[config.mk]
export PLATFORM = sky130hd
export DESIGN_NAME = ram_port_arbiter_flat
export DESIGN_NICKNAME = d
export VERILOG_FILES = /design/src/rtl/ram_port_arbiter_if.sv /design/src/rtl/ram_port_arbiter.sv /design/src/flat_wrapper.sv
export SDC_FILE = /design/constraint.sdc
export NUM_CORES = 1
export LEC_CHECK = 0
export CORE_MARGIN = 4
export CORE_UTILIZATION = 21
export CTS_BUF_LIST = sky130_fd_sc_hd__clkbuf_8
export DETAILED_ROUTE_END_ITERATION = 10
export GPL_TIMING_DRIVEN = 0
export PLACE_DENSITY = 0.95
export SYNTH_ARGS = -nofsm -noshare
export SYNTH_HDL_FRONTEND = slang
export SYNTH_SLANG_ARGS = --single-unit
export TNS_END_PERCENT = 20
[constraint.sdc]
create_clock -name CLK -period 1.51 [get_ports CLK]
set_input_delay 0.302 -clock CLK [delete_from_list [all_inputs] [get_ports CLK]]
set_output_delay 0.302 -clock CLK [all_outputs]
set_load 0.05 [all_outputs]
[src/rtl/ram_port_arbiter_if.sv]
// Two requester ports plus the single shared RAM port served by ram_port_arbiter.
// master = requesters and RAM side, slave = the arbiter.
interface ram_port_arbiter_if #(
  parameter int ADDR_W = 8,
  parameter int DATA_W = 16
);
  logic              REQ0;
  logic              WE0;
  logic [ADDR_W-1:0] ADDR0;
  logic [DATA_W-1:0] DI0;
  logic              GNT0;
  logic              VLD0;
  logic [DATA_W-1:0] DO0;

  logic              REQ1;
  logic              WE1;
  logic [ADDR_W-1:0] ADDR1;
  logic [DATA_W-1:0] DI1;
  logic              GNT1;
  logic              VLD1;
  logic [DATA_W-1:0] DO1;

  logic              RAM_EN;
  logic              RAM_WE;
  logic [ADDR_W-1:0] RAM_ADDR;
  logic [DATA_W-1:0] RAM_DI;
  logic              RAM_RST;
  logic [DATA_W-1:0] RAM_DO;

  modport master (
    output REQ0, WE0, ADDR0, DI0, REQ1, WE1, ADDR1, DI1, RAM_DO,
    input  GNT0, VLD0, DO0, GNT1, VLD1, DO1,
    input  RAM_EN, RAM_WE, RAM_ADDR, RAM_DI, RAM_RST
  );

  modport slave (
    input  REQ0, WE0, ADDR0, DI0, REQ1, WE1, ADDR1, DI1, RAM_DO,
    output GNT0, VLD0, DO0, GNT1, VLD1, DO1,
    output RAM_EN, RAM_WE, RAM_ADDR, RAM_DI, RAM_RST
  );
endinterface

[src/rtl/ram_port_arbiter.sv]
// Two-requester arbiter for one synchronous single-port RAM with read-data steering.
// Define RAM_PORT_ARBITER_ROUND_ROBIN_EN for round-robin with burst limit; default is fixed priority to requester 0.
module ram_port_arbiter #(
  parameter int ADDR_W    = 8,
  parameter int DATA_W    = 16,
  parameter int MAX_BURST = 4
) (
  input  logic              CLK,
  input  logic              RST,
  ram_port_arbiter_if.slave bus
);
  localparam logic [3:0] BURST_LIMIT = 4'(MAX_BURST);

  logic              gnt0;
  logic              gnt1;
  logic              any_gnt;
  logic              contended;
  logic              winner;
  logic              burst_hit;
  logic              ptr;
  logic [3:0]        burst_cnt;
  logic              last_gnt;
  logic              ram_we;
  logic [ADDR_W-1:0] ram_addr;
  logic [DATA_W-1:0] ram_di;
  logic              owner_vld_q;
  logic              owner_vld_d;
  logic              owner_id_q;
  logic              owner_id_d;

`ifdef RAM_PORT_ARBITER_ROUND_ROBIN_EN
  logic       ptr_q;
  logic       ptr_d;
  logic [3:0] burst_q;
  logic [3:0] burst_d;
  logic       last_q;
  logic       last_d;

  always_ff @(posedge CLK) begin
    if (RST) begin
      ptr_q   <= 1'b0;
      burst_q <= 4'd0;
      last_q  <= 1'b0;
    end else begin
      ptr_q   <= ptr_d;
      burst_q <= burst_d;
      last_q  <= last_d;
    end
  end

  // burst_q counts the current run of grants to last_q; 0 means the run was broken by an idle cycle
  always_comb begin
    ptr_d   = ptr_q;
    burst_d = burst_q;
    last_d  = last_q;
    if (any_gnt) begin
      last_d = gnt1;
      if (burst_q != 4'd0 && last_q == gnt1) begin
        burst_d = (burst_q == BURST_LIMIT) ? burst_q : burst_q + 4'd1;
      end else begin
        burst_d = 4'd1;
      end
      if (contended) begin
        ptr_d = ~gnt1;
      end
    end else begin
      burst_d = 4'd0;
    end
  end

  assign ptr       = ptr_q;
  assign burst_cnt = burst_q;
  assign last_gnt  = last_q;
`else
  assign ptr       = 1'b0;
  assign burst_cnt = 4'd0;
  assign last_gnt  = 1'b0;
`endif

  always_comb begin
    contended = bus.REQ0 & bus.REQ1;
    burst_hit = (burst_cnt == BURST_LIMIT) && (last_gnt == ptr);
    winner    = burst_hit ? ~ptr : ptr;
    gnt0      = 1'b0;
    gnt1      = 1'b0;
    if (!RST) begin
      if (contended) begin
        gnt0 = ~winner;
        gnt1 = winner;
      end else begin
        gnt0 = bus.REQ0;
        gnt1 = bus.REQ1;
      end
    end
    any_gnt = gnt0 | gnt1;
  end

  always_comb begin
    ram_we   = 1'b0;
    ram_addr = '0;
    ram_di   = '0;
    if (gnt0) begin
      ram_we   = bus.WE0;
      ram_addr = bus.ADDR0;
      ram_di   = bus.DI0;
    end else if (gnt1) begin
      ram_we   = bus.WE1;
      ram_addr = bus.ADDR1;
      ram_di   = bus.DI1;
    end
    owner_vld_d = any_gnt & ~ram_we;
    owner_id_d  = gnt1;
  end

  always_ff @(posedge CLK) begin
    if (RST) begin
      owner_vld_q <= 1'b0;
      owner_id_q  <= 1'b0;
    end else begin
      owner_vld_q <= owner_vld_d;
      owner_id_q  <= owner_id_d;
    end
  end

  assign bus.GNT0     = gnt0;
  assign bus.GNT1     = gnt1;
  assign bus.RAM_EN   = any_gnt;
  assign bus.RAM_WE   = ram_we;
  assign bus.RAM_ADDR = ram_addr;
  assign bus.RAM_DI   = ram_di;
  assign bus.RAM_RST  = 1'b0;
  // a read launched just before reset must not surface while reset is held
  assign bus.VLD0     = owner_vld_q & ~owner_id_q & ~RST;
  assign bus.VLD1     = owner_vld_q & owner_id_q & ~RST;
  assign bus.DO0      = bus.RAM_DO;
  assign bus.DO1      = bus.RAM_DO;
endmodule

[src/flat_wrapper.sv]
// flat-port wrapper written by rule: the top's interface ports become plain ports
module ram_port_arbiter_flat 
#(
  parameter int ADDR_W    = 8,
  parameter int DATA_W    = 16,
  parameter int MAX_BURST = 4
)
  (CLK, RST, bus_REQ0, bus_WE0, bus_ADDR0, bus_DI0, bus_REQ1, bus_WE1, bus_ADDR1, bus_DI1, bus_RAM_DO, bus_GNT0, bus_VLD0, bus_DO0, bus_GNT1, bus_VLD1, bus_DO1, bus_RAM_EN, bus_RAM_WE, bus_RAM_ADDR, bus_RAM_DI, bus_RAM_RST);
  ram_port_arbiter_if #(.ADDR_W(ADDR_W), .DATA_W(DATA_W)) bus_i ();
  input  logic CLK;
  input  logic RST;
  input wire logic [$bits(bus_i.REQ0)-1:0] bus_REQ0;
  input wire logic [$bits(bus_i.WE0)-1:0] bus_WE0;
  input wire logic [$bits(bus_i.ADDR0)-1:0] bus_ADDR0;
  input wire logic [$bits(bus_i.DI0)-1:0] bus_DI0;
  input wire logic [$bits(bus_i.REQ1)-1:0] bus_REQ1;
  input wire logic [$bits(bus_i.WE1)-1:0] bus_WE1;
  input wire logic [$bits(bus_i.ADDR1)-1:0] bus_ADDR1;
  input wire logic [$bits(bus_i.DI1)-1:0] bus_DI1;
  input wire logic [$bits(bus_i.RAM_DO)-1:0] bus_RAM_DO;
  output wire logic [$bits(bus_i.GNT0)-1:0] bus_GNT0;
  output wire logic [$bits(bus_i.VLD0)-1:0] bus_VLD0;
  output wire logic [$bits(bus_i.DO0)-1:0] bus_DO0;
  output wire logic [$bits(bus_i.GNT1)-1:0] bus_GNT1;
  output wire logic [$bits(bus_i.VLD1)-1:0] bus_VLD1;
  output wire logic [$bits(bus_i.DO1)-1:0] bus_DO1;
  output wire logic [$bits(bus_i.RAM_EN)-1:0] bus_RAM_EN;
  output wire logic [$bits(bus_i.RAM_WE)-1:0] bus_RAM_WE;
  output wire logic [$bits(bus_i.RAM_ADDR)-1:0] bus_RAM_ADDR;
  output wire logic [$bits(bus_i.RAM_DI)-1:0] bus_RAM_DI;
  output wire logic [$bits(bus_i.RAM_RST)-1:0] bus_RAM_RST;
  assign bus_i.REQ0 = bus_REQ0;
  assign bus_i.WE0 = bus_WE0;
  assign bus_i.ADDR0 = bus_ADDR0;
  assign bus_i.DI0 = bus_DI0;
  assign bus_i.REQ1 = bus_REQ1;
  assign bus_i.WE1 = bus_WE1;
  assign bus_i.ADDR1 = bus_ADDR1;
  assign bus_i.DI1 = bus_DI1;
  assign bus_i.RAM_DO = bus_RAM_DO;
  assign bus_GNT0 = bus_i.GNT0;
  assign bus_VLD0 = bus_i.VLD0;
  assign bus_DO0 = bus_i.DO0;
  assign bus_GNT1 = bus_i.GNT1;
  assign bus_VLD1 = bus_i.VLD1;
  assign bus_DO1 = bus_i.DO1;
  assign bus_RAM_EN = bus_i.RAM_EN;
  assign bus_RAM_WE = bus_i.RAM_WE;
  assign bus_RAM_ADDR = bus_i.RAM_ADDR;
  assign bus_RAM_DI = bus_i.RAM_DI;
  assign bus_RAM_RST = bus_i.RAM_RST;
  ram_port_arbiter #(.ADDR_W(ADDR_W), .DATA_W(DATA_W), .MAX_BURST(MAX_BURST)) u_core (.CLK(CLK), .RST(RST), .bus(bus_i));
endmodule
-- Word-level counts from Yosys, hierarchy flattened
Index checks and enable logic that the tools add are counted.
- register bits: 2
- input port bits: 70
- output and inout bits: 63
- mux-type cells: 10
- bitwise operators: 10
- operators by type and width (kind ; number):
    16-bit 2-to-1 mux ; 2
    8-bit 2-to-1 mux ; 2
    1-bit bitwise AND ; 6
    1-bit 2-to-1 mux ; 6
    1-bit NOT ; 3
    1-bit OR ; 1

-- Longest topological paths before layout
- word-level depth: 7
- gate-level depth with buffers: 4

-- Least setup slack after synthesis
No wires, ideal clock.
- path kind: in2out
- start point: input port RST
- end point: output port bus_VLD0
- arrival time: 1.460 ns
- required time: 1.208 ns
- setup slack: -0.252 ns
- stages: 1
- buffers on the path: 0
- cells stage by stage: nor3b_1
- cells in the longest elaborated chain, start to end: 2
- ends and longest elaborated chain (element ; line ; RTL):
    from (decl) ; flat_wrapper.sv:11 ; input logic RST;
    1-bit NOT ; ram_port_arbiter.sv:133 ; assign bus.VLD0 = owner_vld_q & ~owner_id_q & ~RST;
    1-bit bitwise AND ; ram_port_arbiter.sv:133 ;
    to (decl) ; flat_wrapper.sv:22 ; output wire logic [$bits(bus_i.VLD0)-1:0] bus_VLD0;
No other way between the ends.

-- Final worst setup path
- start point: input port bus_REQ1
- end point: output port bus_RAM_DI[0]
- cells in the longest elaborated chain, start to end: 5
- ends and longest elaborated chain (element ; line ; RTL):
    from (decl) ; flat_wrapper.sv:16 ; input wire logic [$bits(bus_i.REQ1)-1:0] bus_REQ1;
    1-bit bitwise AND ; ram_port_arbiter.sv:81 ; contended = bus.REQ0 & bus.REQ1;
    1-bit 2-to-1 mux ; ram_port_arbiter.sv:87 ; if (contended) begin
    1-bit 2-to-1 mux ; ram_port_arbiter.sv:86 ; if (!RST) begin
    16-bit 2-to-1 mux ; ram_port_arbiter.sv:106 ; end else if (gnt1) begin
    16-bit 2-to-1 mux (*) ; ram_port_arbiter.sv:102 ; if (gnt0) begin
    to (decl) ; flat_wrapper.sv:30 ; output wire logic [$bits(bus_i.RAM_DI)-1:0] bus_RAM_DI;
Every way passes the cells marked *; elsewhere a longest branch is shown, timed or not.

==> flow_metrics.py <==
metrics = {
    "sta": {
        "timing.final.setup_violations": 0,
        "report.final.hold_viol_count": 0,
        "period_minus_slack_ns": 1.50,
        "finalMaxSlewViolations": 0,
        "rsz0062_at_grt": "true",
        "min_period_over_period_pct": 99.4,
        "worstMarginPinSlew_ns": 0.504,
        "maxSlewHeadroom_pct": 66.3,
        "max_freq_ghz": 0.666,
    },
    "routing": {
        "wl_per_cell_um": 15.9,
        "ant_nets": 0,
        "drt-initial-drc-count": 24,
        "routed_wirelength_mm": 4.03,
        "drc": 0,
        "viasPerCell": 4.44,
        "firstDrtPassIters": 4,
        "via_count": 1129,
    },
    "final_layout": {
        "final_cell_count_no_fill": 254,
        "area_growth_pct": 213,
        "drive_above_1_share_pct": 51.9,
        "fin_nets": 282,
        "layout_common_cells": "clkdlybuf4s50_1, buf_4, buf_6",
        "layout_commonest_cell": "clkdlybuf4s50_1",
        "postLayoutCoreUtil_pct": 69.6,
        "antenna_cells": 0,
        "nFillCells": 249,
    },
    "floorplanning": {
        "die_h_um": 65.1,
        "core_area_mm2": 0.00308,
        "dieArea_mm2": 0.00424,
        "die_w_um": 65.1,
        "rows": 20,
        "io_pins": 133,
        "initial_utilization_pct": 22.2,
    },
    "setup_path": {
        "cp.required_ns": 1.21,
        "crit_path_top_delay_cell": "a32o_2",
        "critPathMaxStageDelay_ns": 0.27,
        "crit_arrival_ns": 1.20,
        "crit_path_start_kind": "primary input",
        "worst_setup_path_end_kind": "output pin",
        "cpMostUsedCell": "buf_6",
        "cp_max_fo": 5,
        "path_cells": "buf_6 -> nor2b_4 -> buf_6 -> buf_16 -> a32o_2 -> buf_8",
        "crit_type": "primary input to output pin",
    },
    "worst_hold_path": {
        "hp-class": "primary input to flop",
    },
    "power_and_ir_drop": {
        "p_total_w": 0.00116,
        "power_switching_share_pct": 44.5,
        "internal_power_w": 0.000646,
        "p_comb_share_pct": 76.8,
        "leakagePower_nw": 1.03,
        "irDropWorstVdd_mv": 0.321,
        "pwr-share-clk_pct": 18.3,
        "power_density_mw_per_mm2": 544,
        "p_seq_share_pct": 4.9,
        "power.switching_w": 0.000519,
    },
    "place": {
        "place_inst": 240,
        "io_buffers": 115,
        "gp_congestion": 0.681,
        "hpwl_mm": 2.92,
    },
    "global_routing": {
        "grt_pass1_vias": 1300,
        "grt_overflow": 0,
        "grt_max_degree": 11,
        "grt_pass1_wl_mm": 6.15,
        "antenna_found_initial": 0,
        "grt_usage_pct": 18.4,
    },
    "synthesis": {
        "synth_area_leader_cell": "buf_4",
        "yosys_warnings": 0,
        "synth.distinct_cells": 13,
        "syn_area_per_cell_um2": 8.45,
        "synth_area_leaders": "buf_4, a32o_1, buf_6",
        "synth.top_cell.area_share_pct": 37.3,
        "synth-seq-cells": 2,
        "syn_area_um2": 684,
        "synth_nets": 151,
        "syn_inst": 81,
        "synth-seq-area-share_pct": 5.85,
    },
    "status": {
        "status": "completed",
    },
    "clocking": {
        "clockBufferDepth": 2,
        "clk_pin_slew_ns": 0.03,
        "clock_sinks": 2,
        "htreeDepth": 1,
        "cts_tree": "done",
        "clockRootBuffer": "clkbuf_8",
        "cts_buffers": 3,
    },
    "job": {
        "cap_violations": 0,
    },
}
flip-flops by register name, indices dropped and copies added (netlist names):
name,cells
u_core.owner_vld_q,1
u_core.owner_id_q,1
Yosys cell counts, drive strengths merged:
cell / instances
and3b: 1
nor3b: 1
inv: 2
a32o: 25
buf: 41
a22o: 1
and2: 2
dfxtp: 2
nor2b: 2
nor2: 3
conb: 1
area by class of cell:
cell class,instances,area [µm²],area share (%)
Multi-Input combinational cell,37,367,17.1
Sequential cell,2,40.0,1.87
Inverter,2,10.0,0.467
Buffer,40,323,15.1
Clock buffer,3,41.3,1.93
Timing Repair Buffer,126,1310,61.0
Tap cell,44,55.1,2.57
routing by layer:
layer	wire length, µm	vias up	track usage (%)
li1	-	538	-
met1	1510	531	20.1
met2	2150	60	35.9
met3	359	0	4.44
met4	0	0	3.11
met5	0	-	0
path summary, 6_finish.rpt:
check	from	end	slack [ns]	cells past startpoint
max	bus_REQ1	bus_RAM_DI[0]	0.009	6
min	bus_REQ0	u_core.owner_vld_q	0.49	3
logic make-up (layout without fill, tap and decap cells):
kind of cell    Yosys count  count (layout)  share of synthesized area [%]
other cells               1               1                          0.548
flops                     2               2                           5.85
compound gates           26              26                           37.8
buf+inv                  43             171                           48.1
simple gates              9              10                           7.68
through the flow:
stage | hold WS, ns | setup WS (ns) | TNS (ns) | cell area (µm²)
after floorplan | 0.473 | -0.0150 | -0.120 | 691
after global placement | 0.937 | -1.06 | -28.61 | 1900
after detailed placement | 0.947 | -1.09 | -29.59 | 1900
after CTS | 0.487 | -0.00114 | -0.00293 | 2110
after global routing | 0.513 | -0.0154 | -0.0670 | 2140
final | 0.495 | 0.00851 | 0 | 2140
worst max-delay path: cells and delay by family:
| family | cells | cell delay [ns] |
|---|---|---|
| buf+inv | 4 | 0.51 |
| compound gates | 1 | 0.27 |
| simple gates | 1 | 0.12 |
power groups by stage:
stage | combinational [W] | sequential (W) | clock, W
2_1_floorplan | 0.000491 | 0.0000575 | 0
3_3_place_gp | 0.000812 | 0.0000576 | 0
3_5_place_dp | 0.000817 | 0.0000578 | 0
4_1_cts | 0.000883 | 0.0000572 | 0.000218
5_1_grt | 0.000928 | 0.0000578 | 0.000226
6_report | 0.000894 | 0.0000574 | 0.000213
timing repair:
item | CTS | global route
endpoints found under the hold margin | 0 | 0
pin swaps | 4 | 3
buffers inserted | 5 | 2
hold buffers | 0 | 0
gates cloned | 6 | 0
resized for setup | 231 | 17
setup endpoints to repair | 30 | 27
(Power assumes the default switching activity.)
